==> src/rtl/mem_pkg.sv <==
// Shared encodings and helpers for the byte-wide memory bus arbiter.
package mem_pkg;

    typedef enum logic [1:0] {
        OWN_IF = 2'd0,
        OWN_LD = 2'd1,
        OWN_ST = 2'd2
    } owner_e;

    typedef enum logic [1:0] {
        IDLE  = 2'd0,
        READ  = 2'd1,
        WRITE = 2'd2,
        DONE  = 2'd3
    } state_e;

    localparam logic [1:0] LEN_1B = 2'd0;
    localparam logic [1:0] LEN_2B = 2'd1;
    localparam logic [1:0] LEN_4B = 2'd2;

    // Side-effecting IO lives at and above this address; multi-byte reads there are unsafe.
    localparam logic [31:0] IO_BASE = 32'h0003_0000;

    function automatic logic [2:0] bytes_of(input logic [1:0] len);
        logic [2:0] n;
        case (len)
            LEN_1B:  n = 3'd1;
            LEN_2B:  n = 3'd2;
            default: n = 3'd4;
        endcase
        return n;
    endfunction

    function automatic logic is_io(input logic [31:0] addr);
        return (addr >= IO_BASE);
    endfunction

endpackage

==> src/rtl/mem_grant_ctrl.sv <==
// Request priority and ifetch starvation guard; produces the grant taken in IDLE.
module mem_grant_ctrl
    import mem_pkg::*;
#(
    parameter int STARVE_LIMIT = 4
) (
    input  logic       clk_in,
    input  logic       rst_in,
    input  logic       rdy_in,
    input  logic       flush_in,
    input  logic       idle,
    input  logic       abort,
    input  logic       if_req,
    input  logic       ld_req,
    input  logic       st_req,
    output logic       grant_valid,
    output logic [1:0] grant_owner
);

    logic [3:0] starve_r;
    logic       at_limit_s;

    assign at_limit_s = (starve_r == 4'(STARVE_LIMIT));

    // Grant selection: forced ifetch, then store, then load, then ifetch; flush blocks reads.
    always_comb begin
        grant_valid = 1'b0;
        grant_owner = OWN_IF;
        if (idle && rdy_in) begin
            if (if_req && !flush_in && at_limit_s) begin
                grant_valid = 1'b1;
                grant_owner = OWN_IF;
            end else if (st_req) begin
                grant_valid = 1'b1;
                grant_owner = OWN_ST;
            end else if (flush_in) begin
                grant_valid = 1'b0;
            end else if (ld_req) begin
                grant_valid = 1'b1;
                grant_owner = OWN_LD;
            end else if (if_req) begin
                grant_valid = 1'b1;
                grant_owner = OWN_IF;
            end else begin
                grant_valid = 1'b0;
            end
        end else begin
            grant_valid = 1'b0;
        end
    end

    // Count data grants that passed over a waiting ifetch; saturates at the limit.
    always_ff @(posedge clk_in or negedge rst_in) begin
        if (!rst_in) begin
            starve_r <= 4'd0;
        end else if (!rdy_in) begin
            starve_r <= starve_r;
        end else if (abort) begin
            starve_r <= 4'd0;
        end else if (idle) begin
            if (!if_req) begin
                starve_r <= 4'd0;
            end else if (grant_valid && (grant_owner == OWN_IF)) begin
                starve_r <= 4'd0;
            end else if (grant_valid && !at_limit_s) begin
                starve_r <= starve_r + 4'd1;
            end else begin
                starve_r <= starve_r;
            end
        end else begin
            starve_r <= starve_r;
        end
    end

endmodule

==> src/rtl/mem_arbiter.sv <==
// Arbitrates ifetch/load/store onto the byte-wide RAM bus and serialises each
// 1/2/4-byte transfer into single-byte bus cycles.
module mem_arbiter
    import mem_pkg::*;
#(
    parameter int ADDR_WIDTH   = 32,
    parameter int STARVE_LIMIT = 4
) (
    input  logic                  clk_in,
    input  logic                  rst_in,
    input  logic                  rdy_in,
    input  logic                  flush_in,
    input  logic [7:0]            mem_din,
    output logic [7:0]            mem_dout,
    output logic [ADDR_WIDTH-1:0] mem_a,
    output logic                  mem_wr,
    input  logic                  if_req,
    input  logic [ADDR_WIDTH-1:0] if_addr,
    output logic                  if_done,
    output logic [31:0]           if_data,
    input  logic                  ld_req,
    input  logic [ADDR_WIDTH-1:0] ld_addr,
    input  logic [1:0]            ld_len,
    output logic                  ld_done,
    output logic [31:0]           ld_data,
    input  logic                  st_req,
    input  logic [ADDR_WIDTH-1:0] st_addr,
    input  logic [1:0]            st_len,
    input  logic [31:0]           st_data,
    output logic                  st_done
);

    state_e                  state_r, state_nxt_s;
    owner_e                  owner_r, gown_s;
    logic [ADDR_WIDTH-1:0]   addr_r, mem_a_r, gnt_addr_s;
    logic [2:0]              nbytes_r, idx_r, nidx_s;
    logic [1:0]              cidx_s, gnt_len_s;
    logic [31:0]             wdata_r, if_data_r, ld_data_r;
    logic [7:0]              mem_dout_r;
    logic                    mem_wr_r, if_done_r, ld_done_r, st_done_r;
    logic                    grant_valid_s, idle_s, kill_s, abort_s;
    logic [1:0]              grant_owner_s;

    assign idle_s  = (state_r == IDLE);
    assign kill_s  = flush_in && rdy_in;
    assign abort_s = kill_s && (owner_r != OWN_ST) && ((state_r == READ) || (state_r == DONE));
    assign gown_s  = owner_e'(grant_owner_s);
    assign nidx_s  = idx_r + 3'd1;
    assign cidx_s  = idx_r[1:0] - 2'd1;

    mem_grant_ctrl #(.STARVE_LIMIT(STARVE_LIMIT)) u_grant (
        .clk_in      (clk_in),
        .rst_in      (rst_in),
        .rdy_in      (rdy_in),
        .flush_in    (flush_in),
        .idle        (idle_s),
        .abort       (abort_s),
        .if_req      (if_req),
        .ld_req      (ld_req),
        .st_req      (st_req),
        .grant_valid (grant_valid_s),
        .grant_owner (grant_owner_s)
    );

    // Address and length of the winning requester.
    always_comb begin
        gnt_addr_s = if_addr;
        gnt_len_s  = LEN_4B;
        case (gown_s)
            OWN_ST: begin
                gnt_addr_s = st_addr;
                gnt_len_s  = st_len;
            end
            OWN_LD: begin
                gnt_addr_s = ld_addr;
                gnt_len_s  = ld_len;
            end
            default: begin
                gnt_addr_s = if_addr;
                gnt_len_s  = LEN_4B;
            end
        endcase
    end

    // Next-state logic; a read reaches DONE one cycle after its last address to capture the byte.
    always_comb begin
        state_nxt_s = state_r;
        if (!rdy_in) begin
            state_nxt_s = state_r;
        end else begin
            case (state_r)
                IDLE: begin
                    if (grant_valid_s) begin
                        state_nxt_s = (gown_s == OWN_ST) ? WRITE : READ;
                    end else begin
                        state_nxt_s = IDLE;
                    end
                end
                READ: begin
                    if (abort_s) begin
                        state_nxt_s = IDLE;
                    end else if (idx_r == nbytes_r) begin
                        state_nxt_s = DONE;
                    end else begin
                        state_nxt_s = READ;
                    end
                end
                WRITE: begin
                    if (nidx_s == nbytes_r) begin
                        state_nxt_s = DONE;
                    end else begin
                        state_nxt_s = WRITE;
                    end
                end
                DONE:    state_nxt_s = IDLE;
                default: state_nxt_s = IDLE;
            endcase
        end
    end

    // State register.
    always_ff @(posedge clk_in or negedge rst_in) begin
        if (!rst_in) begin
            state_r <= IDLE;
        end else begin
            state_r <= state_nxt_s;
        end
    end

    // Byte sequencer, bus drivers, capture buffers and done pulses.
    always_ff @(posedge clk_in or negedge rst_in) begin
        if (!rst_in) begin
            owner_r    <= OWN_IF;
            addr_r     <= '0;
            nbytes_r   <= 3'd0;
            idx_r      <= 3'd0;
            wdata_r    <= 32'd0;
            mem_a_r    <= '0;
            mem_dout_r <= 8'd0;
            mem_wr_r   <= 1'b0;
            if_done_r  <= 1'b0;
            ld_done_r  <= 1'b0;
            st_done_r  <= 1'b0;
            if_data_r  <= 32'd0;
            ld_data_r  <= 32'd0;
        end else if (!rdy_in) begin
            // mem_din is meaningless across a pause, so a read starts over from byte 0.
            if (state_r == READ) begin
                idx_r   <= 3'd0;
                mem_a_r <= addr_r;
            end else begin
                idx_r   <= idx_r;
            end
        end else begin
            if_done_r <= 1'b0;
            ld_done_r <= 1'b0;
            st_done_r <= 1'b0;
            case (state_r)
                IDLE: begin
                    if (grant_valid_s) begin
                        owner_r  <= gown_s;
                        addr_r   <= gnt_addr_s;
                        nbytes_r <= bytes_of(gnt_len_s);
                        idx_r    <= 3'd0;
                        wdata_r  <= st_data;
                        mem_a_r  <= gnt_addr_s;
                        if (gown_s == OWN_ST) begin
                            mem_wr_r   <= 1'b1;
                            mem_dout_r <= st_data[7:0];
                        end else if (gown_s == OWN_LD) begin
                            ld_data_r <= 32'd0;
                        end else begin
                            if_data_r <= 32'd0;
                        end
                    end else begin
                        mem_a_r <= '0;
                    end
                end
                READ: begin
                    if (abort_s) begin
                        idx_r     <= 3'd0;
                        mem_a_r   <= '0;
                        if_data_r <= 32'd0;
                        ld_data_r <= 32'd0;
                    end else begin
                        if (idx_r != 3'd0) begin
                            if (owner_r == OWN_LD) begin
                                ld_data_r[{cidx_s, 3'b000} +: 8] <= mem_din;
                            end else begin
                                if_data_r[{cidx_s, 3'b000} +: 8] <= mem_din;
                            end
                        end
                        if (idx_r == nbytes_r) begin
                            idx_r     <= 3'd0;
                            mem_a_r   <= '0;
                            ld_done_r <= (owner_r == OWN_LD);
                            if_done_r <= (owner_r == OWN_IF);
                        end else begin
                            idx_r   <= nidx_s;
                            mem_a_r <= (nidx_s == nbytes_r) ? '0 : addr_r + ADDR_WIDTH'(nidx_s);
                        end
                    end
                end
                WRITE: begin
                    if (nidx_s == nbytes_r) begin
                        idx_r      <= 3'd0;
                        mem_a_r    <= '0;
                        mem_dout_r <= 8'd0;
                        mem_wr_r   <= 1'b0;
                        st_done_r  <= 1'b1;
                    end else begin
                        idx_r      <= nidx_s;
                        mem_a_r    <= addr_r + ADDR_WIDTH'(nidx_s);
                        mem_dout_r <= wdata_r[{nidx_s[1:0], 3'b000} +: 8];
                    end
                end
                DONE: begin
                    if (abort_s) begin
                        if_data_r <= 32'd0;
                        ld_data_r <= 32'd0;
                    end else begin
                        idx_r <= 3'd0;
                    end
                end
                default: begin
                    idx_r <= 3'd0;
                end
            endcase
        end
    end

    // A flushed read must never show its done pulse, even in the DONE cycle itself.
    assign mem_a    = mem_a_r;
    assign mem_dout = mem_dout_r;
    assign mem_wr   = mem_wr_r && rdy_in;
    assign if_done  = if_done_r && !kill_s;
    assign ld_done  = ld_done_r && !kill_s;
    assign st_done  = st_done_r;
    assign if_data  = if_data_r;
    assign ld_data  = ld_data_r;

endmodule

==> config.mk <==
export PLATFORM = sky130hd
export DESIGN_NAME = mem_arbiter
export DESIGN_NICKNAME = d
export VERILOG_FILES = /design/src/rtl/mem_pkg.sv /design/src/rtl/mem_grant_ctrl.sv /design/src/rtl/mem_arbiter.sv
export SDC_FILE = /design/constraint.sdc
export NUM_CORES = 1
export LEC_CHECK = 0
export CORE_UTILIZATION = 31
export DETAILED_ROUTE_END_ITERATION = 10
export SYNTH_ARGS = -nofsm -noshare
export SYNTH_HDL_FRONTEND = slang
export SYNTH_SLANG_ARGS = --single-unit
==> constraint.sdc <==
create_clock -name clk_in -period 8.8 [get_ports clk_in]
set_clock_uncertainty 0.2 [all_clocks]
set_input_delay 0.88 -clock clk_in [delete_from_list [all_inputs] [get_ports clk_in]]
set_output_delay 0.88 -clock clk_in [all_outputs]
set_load 0.01 [all_outputs]
# Word-level counts from Yosys, hierarchy flattened
# Cells that the tools add are included.
[totals]
ff_bits = 186
in_bits = 147
out_inout_bits = 108
elab_cells = 153
[op_classes]
addsub = 5
n_eq_ne = 24
shift = 3
muxes = 73
reduce_logical = 33
[ops]
columns = ["operator", "count"]
rows = [
  ["two-way mux 32 bit", 19],
  ["one-hot mux 32 bit (3 select lines)", 3],
  ["bitwise mux 32 bit", 2],
  ["one-hot mux 32 bit (2 select lines)", 1],
  ["adder 32 x 3 -> 32 bit", 1],
  ["variable shift 8 x 7 -> 32 bit (first input constant)", 1],
  ["indexed part select 32 x 6 -> 8 bit", 1],
  ["indexed part select 8 x 7 -> 32 bit", 1],
  ["two-way mux 8 bit", 3],
  ["two-way mux 3 bit", 7],
  ["two-way mux 4 bit", 5],
  ["two-way mux 1 bit", 19],
  ["two-way mux 2 bit", 8],
  ["inequality test 2 bit (second input constant)", 8],
  ["one-hot mux 8 bit (2 select lines)", 1],
  ["AND reduction 8 bit", 2],
  ["one-hot mux 3 bit (4 select lines)", 1],
  ["logical AND 1 bit", 11],
  ["inequality test 3 bit (second input constant)", 3],
  ["AND reduction 3 bit", 3],
  ["nonzero test 3 bit", 3],
  ["== test 2 x 1 -> 1 bit (second input constant)", 4],
  ["logical NOT 2 bit", 4],
  ["one-hot mux 2 bit (4 select lines)", 1],
  ["18 further kinds", 26],
]

# Logic depth before layout (Yosys ltp)
[depth]
ltp_word = 12
mapped_depth = 15
ltp_nobuf = 13

# Modules after synthesis
# A second synthesis with hierarchy kept.
[hier_totals]
hier_cells = 1055
hier_area_um2 = 10062.2
[by_module_without_submodules]
columns = ["module", "n_inst", "cells_per_inst", "area_each_um2", "seq_area_each_um2"]
rows = [
  ["mem_arbiter", 1, 1011, 9686.8, 4554.4],
  ["mem_grant_ctrl", 1, 44, 375.4, 100.1],
]

# Worst setup path after synthesis
# OpenSTA, ideal clock, no wires.
[synth_path]
kind = "reg2reg"
from = "reg idx_r[0]"
to = "reg mem_a_r[27], in the netlist mem_a[27]"
setup_ns = 0.092
arrival_ns = 2.981
required_ns = 8.508
path_slack_ns = 5.527
stages_incl_launch_ff = 10
n_path_buf = 1
synth_period_minus_slack_ns = 3.273
cell_sequence = "dfrtp_1 > buf_2 > inv_1 > ha_1 > ha_1 > nand3_1 > a211o_1 > or4_4 > o31a_1 > o31ai_2"
[synth_via]
elab_chain_cells = 7
elab_cells_between_ends = 9
classes_between = "add/sub: 2; eq/ne: 2; mux: 5"
[synth_lines]
columns = ["element", "line_no", "text"]
rows = [
  ["start: declaration", "mem_arbiter.sv:36", "logic [2:0] nbytes_r, idx_r, nidx_s;"],
  ["start signal: assignment", "mem_arbiter.sv:152", "idx_r <= idx_r;"],
  ["start signal: assignment", "mem_arbiter.sv:199", "idx_r <= nidx_s;"],
  ["start signal: assignment", "mem_arbiter.sv:212", "idx_r <= nidx_s;"],
  ["adder 3 x 1 -> 3 bit", "mem_arbiter.sv:48", "assign nidx_s = idx_r + 3'd1;"],
  ["adder 32 x 3 -> 32 bit or == test 3 bit (tied branches)", "mem_arbiter.sv:200, mem_arbiter.sv:213, mem_arbiter.sv:205", ""],
  ["two-way mux 32 bit", "mem_arbiter.sv:200, mem_arbiter.sv:205", ""],
  ["two-way mux 32 bit", "mem_arbiter.sv:193", "if (idx_r == nbytes_r) begin"],
  ["two-way mux 32 bit", "mem_arbiter.sv:180", "if (abort_s) begin"],
  ["one-hot mux 32 bit (3 select lines) *", "mem_arbiter.sv:158", "case (state_r)"],
  ["two-way mux 32 bit *", "mem_arbiter.sv:146", "end else if (!rdy_in) begin"],
  ["end signal: assignment", "mem_arbiter.sv:150", "mem_a_r <= addr_r;"],
  ["end signal: assignment", "mem_arbiter.sv:166", "mem_a_r <= gnt_addr_s;"],
  ["end signal: assignment", "mem_arbiter.sv:200", "mem_a_r <= (nidx_s == nbytes_r) ? '0 : addr_r + ADDR_WIDTH'(nidx_s);"],
  ["end: declaration", "mem_arbiter.sv:35", "logic [ADDR_WIDTH-1:0] addr_r, mem_a_r, gnt_addr_s;"],
]
# Mark *: on every way between the ends. The rest lies on a longest branch, timed or not.
# A chain may end at the register's enable or synchronous reset.

# Worst setup path after layout
[layout_path]
from = "reg idx_r[0]"
to = "reg mem_a_r[28], in the netlist mem_a[28]"
# Same word-level chain as after synthesis.

==> results_tabular.tex <==
\begin{tabular}{lr}
\hline
Metric & Value \\
\hline
\multicolumn{2}{l}{\textbf{Run status}} \\
\quad Result of the run & finished, final reports clean \\
\multicolumn{2}{l}{\textbf{Yosys}} \\
\quad Share of synthesized area occupied by flip-flops and latches & 46.4\% \\
\quad Most instantiated library cell after synthesis & nand2\_1 \\
\quad List of most frequent post-synthesis cells & nand2\_1, dfrtp\_1, o21ai\_0 \\
\quad Netlist area before placement & 10000 sq um \\
\quad Area share of the largest cell type after synthesis & 46.4\% \\
\quad Post-Synthesis Cells & 1064 \\
\quad EDFF count, synth & 0 \\
\quad Syn. warnings & 0 \\
\quad Syn Nets & 1230 \\
\quad Post-synthesis area per instance & 9.43 sq um \\
\quad Flip-flop and latch count after synthesis & 186 \\
\quad Post-synthesis cell type with the largest combined area & dfrtp\_1 \\
\quad Fraction of synthesis flops using an asynchronous set or reset pin & 100\% \\
\quad Distinct cell type count after synthesis & 72 \\
\quad Flip-flop cell with the highest count after synthesis & dfrtp\_1 \\
\quad Dominant cells by area after synthesis & dfrtp\_1, nand2\_1, o21ai\_0, mux2\_2, a22oi\_1 \\
\multicolumn{2}{l}{\textbf{CTS}} \\
\quad Count of hold-fix buffers inserted at cts & 0 \\
\quad CTS tree & done \\
\quad Clock sink total & 186 \\
\quad Post-CTS repair timing setup buffer count & 0 \\
\quad H-tree Lvls & 4 \\
\quad Root Driver & clkbuf\_16 \\
\quad Register clock-pin slew on the reported worst setup and hold paths & 80 ps \\
\quad Num CTS Buffers & 17 \\
\quad Deepest clock path buffer count & 2 \\
\quad Clock Latency Late Sink & 420 ps \\
\quad Post-cts resize count & 0 \\
\multicolumn{2}{l}{\textbf{Timing}} \\
\quad Setup total negative slack & 0 ps \\
\quad Transition time at the pin with the least slew margin & 1100 ps \\
\quad Final-report max-slew violation count & 0 \\
\quad Highest attainable clock frequency & 217 MHz \\
\quad Min Clock Period, post-route & 4600 ps \\
\quad Normalized max-slew margin & 26.7\% \\
\quad Final setup viols & 0 \\
\quad Final critical-path share of the clock period & 52.3\% \\
\quad Hold Violations, Final & 0 \\
\quad Worst hold slack after final layout & 208 ps \\
\quad Setup repair after global routing missed its margin & false \\
\multicolumn{2}{l}{\textbf{Placement}} \\
\quad Routability Congestion & 0.800 \\
\quad Placed cell area & 12900 sq um \\
\quad HPWL reported at the end of detailed placement & 22500 um \\
\quad Number of buffers added on ports & 254 \\
\multicolumn{2}{l}{\textbf{Global routing}} \\
\quad Global router's overall resource usage & 19.1\% \\
\quad Global-route wire length before repair & 49300 um \\
\quad Remaining global-route overflow & 0 \\
\quad Largest net degree at the start of global routing & 86 \\
\quad Via count of the first global-routing pass & 8650 \\
\quad Antenna violations before repair & 0 \\
\multicolumn{2}{l}{\textbf{Die}} \\
\quad Core region area & 31700 sq um \\
\quad Die height & 182 um \\
\quad Initial standard-cell utilization of the core & 31.6\% \\
\quad Die Span X & 182 um \\
\quad Area enclosed by the die boundary & 33100 sq um \\
\quad Total number of placement rows & 65 \\
\quad Number of top-level pins & 255 \\
\multicolumn{2}{l}{\textbf{Critical path}} \\
\quad Total buffers and inverters traversed by the critical path & 1 \\
\quad Cell class contributing the biggest share of worst-path delay & adder cells \\
\quad Endpoint kind of the worst setup timing path & register \\
\quad Critical path data required time & 8940 ps \\
\quad Critical-path cell with the highest stage delay & dfrtp\_1 \\
\quad Startpoint type of the worst setup path & register \\
\quad Worst EP arrival & 4750 ps \\
\quad Ordered list of cells on the worst path & inv\_1, ha\_1, fa\_1, a21o\_1, nand3\_1, or4\_1, a211o\_1, a31oi\_1 \\
\quad Critical path's largest stage delay & 930 ps \\
\quad Crit Path Category & reg -> reg \\
\quad Crit path max fanout & 16 \\
\multicolumn{2}{l}{\textbf{Power and ir drop}} \\
\quad Power Density & 282 nW/um\^{}2 \\
\quad Sequential group share of total power & 36.2\% \\
\quad Logic gate share of total power & 43.0\% \\
\quad Reported leakage power & 5.64 nW \\
\quad Internal power consumption & 2.22 mW \\
\quad Peak supply drop & 0.138 mV \\
\quad Switching power & 1.57 mW \\
\quad Clk pwr share & 20.8\% \\
\quad Switching share of power & 41.4\% \\
\multicolumn{2}{l}{\textbf{Detailed routing}} \\
\quad Number of nets with antenna violations after routing & 0 \\
\quad Wire per inst & 18.7 um \\
\quad Drc violations & 0 \\
\quad Via count & 8879 \\
\quad DRT Pass-1 Iters & 7 \\
\quad Via-per-instance ratio & 5.25 \\
\quad Total wire length after detailed routing & 31500 um \\
\quad Initial drt markers & 608 \\
\multicolumn{2}{l}{\textbf{Run}} \\
\quad Total of max-cap violations & 0 \\
\multicolumn{2}{l}{\textbf{Layout}} \\
\quad Final non-filler cell area & 13500 sq um \\
\quad Sequential cell area & 4650 sq um \\
\quad Multi-input gate area in the final layout & 5020 sq um \\
\quad Diode count & 0 \\
\quad Layout area overhead & 34.3\% \\
\quad Fin nets & 1441 \\
\quad Share of final-layout standard cells stronger than drive strength 1 & 8.00\% \\
\quad Filler cell count & 3085 \\
\multicolumn{2}{l}{\textbf{Min path}} \\
\quad Min-Delay Path Class & in -> async \\
\hline
\end{tabular}
==> metal layers <==
layer	global-route usage, %	part of all wire [%]	vias to the layer above
met4	4.77	1.5	0
met1	26.1	46	4319
li1	-	-	4268
met2	31.0	47	266
met3	3.83	5.5	26
met5	0	0	-
==> power groups by stage <==
stage / combinational, mW / clock [mW] / sequential (mW)
3_5_place_dp: 1.64 / 0 / 1.39
6_report: 1.63 / 0.789 / 1.37
2_1_floorplan: 0.995 / 0 / 1.34
4_1_cts: 1.65 / 0.811 / 1.37
3_3_place_gp: 1.62 / 0 / 1.38
5_1_grt: 1.80 / 0.844 / 1.41
==> state kept, by name, indices dropped and copies added, names as in the netlist, 2 cells and up <==
register and flops:
wdata_r 32, ld_data 32, nbytes_r 3, mem_a 32, owner_r 2, state_r 2, mem_dout 8, idx_r 3
u_grant.starve_r 4, addr_r 32, if_data 32
==> metrics by stage <==
stage / total power [mW] / setup slack, ps / util [%] / cells
3_3_place_gp: 3.00 / 4200 / 40.6 / 1658
2_1_floorplan: 2.34 / 5530 / - / 1064
5_1_grt: 4.06 / 3860 / 42.5 / 1690
4_1_cts: 3.83 / 4130 / 42.5 / 1690
6_report: 3.80 / 4200 / 42.5 / 1690
3_5_place_dp: 3.03 / 4130 / 40.6 / 1658
==> final timing paths <==
path                               end      start  slack (ps)  cells past startpoint
max                          mem_a[28]   idx_r[0]        4200                      8
min                          mem_a[19]     rst_in         210                      1
max reg2reg                  mem_a[28]   idx_r[0]        4200                      8
min reg2reg                  if_done_r  if_done_r         280                      2
max in group asynchronous  if_data[23]     rst_in        6900                      2
min in group clk_in          if_done_r  if_done_r         280                      2
==> worst reg2reg max path: cells and delay by family (launching register included) <==
| kind | cells | cell delay (ps) |
|---|---|---|
| simple gates | 2 | 1130 |
| compound gates | 3 | 700 |
| fa+ha+maj | 2 | 1280 |
| buf+inv | 1 | 300 |
| flops | 1 | 930 |
==> final cells by class <==
| class | count | share of cell area (%) |
|---|---|---|
| well taps | 402 | 3.73 |
| inverters | 21 | 0.585 |
| repair buffers | 263 | 19.4 |
| flip-flops and latches | 186 | 34.6 |
| clock inverters | 15 | 1.29 |
| clock buffers | 17 | 3.16 |
| multi-input cells | 786 | 37.3 |
==> placed cells by master (no fill, tap or decap), drive strengths merged, types with 3 or more instances in the layout <==
cell           instances
a2bb2oi               26
or3                    6
o21a                   5
clkinv                 4
a211oi                13
a211o                  3
o31ai                 17
nor3                  19
a22o                  24
mux2                  34
nand2b                10
xnor2                  9
nor2b                 12
a31oi                  3
and4                   5
nand4                  8
inv                   28
nor4                   4
mux4                   8
xor2                   8
o2bb2ai               17
nand3                 19
a22oi                 31
o221ai                 5
and2                  13
a21oi                 20
o21bai                 3
clkdlybuf4s50        253
mux2i                  9
o211ai                 4
nor2                  25
o21ai                140
clkbuf                18
dfrtp                186
buf                    9
ha                    18
and3                  15
or4                    8
nand2                221
clkinvlp               3
==> logic make-up after synthesis <==
| family | count (synthesis) | synth area share (%) |
|---|---|---|
| simple gates | 369 | 17.1 |
| compound gates | 328 | 21.8 |
| flops | 186 | 46.4 |
| buf+inv | 92 | 3.94 |
| mux | 51 | 6.51 |
| fa+ha+maj | 20 | 2.55 |
| xor+xnor | 18 | 1.71 |
No activity file was read; power rests on OpenSTA's default activity.
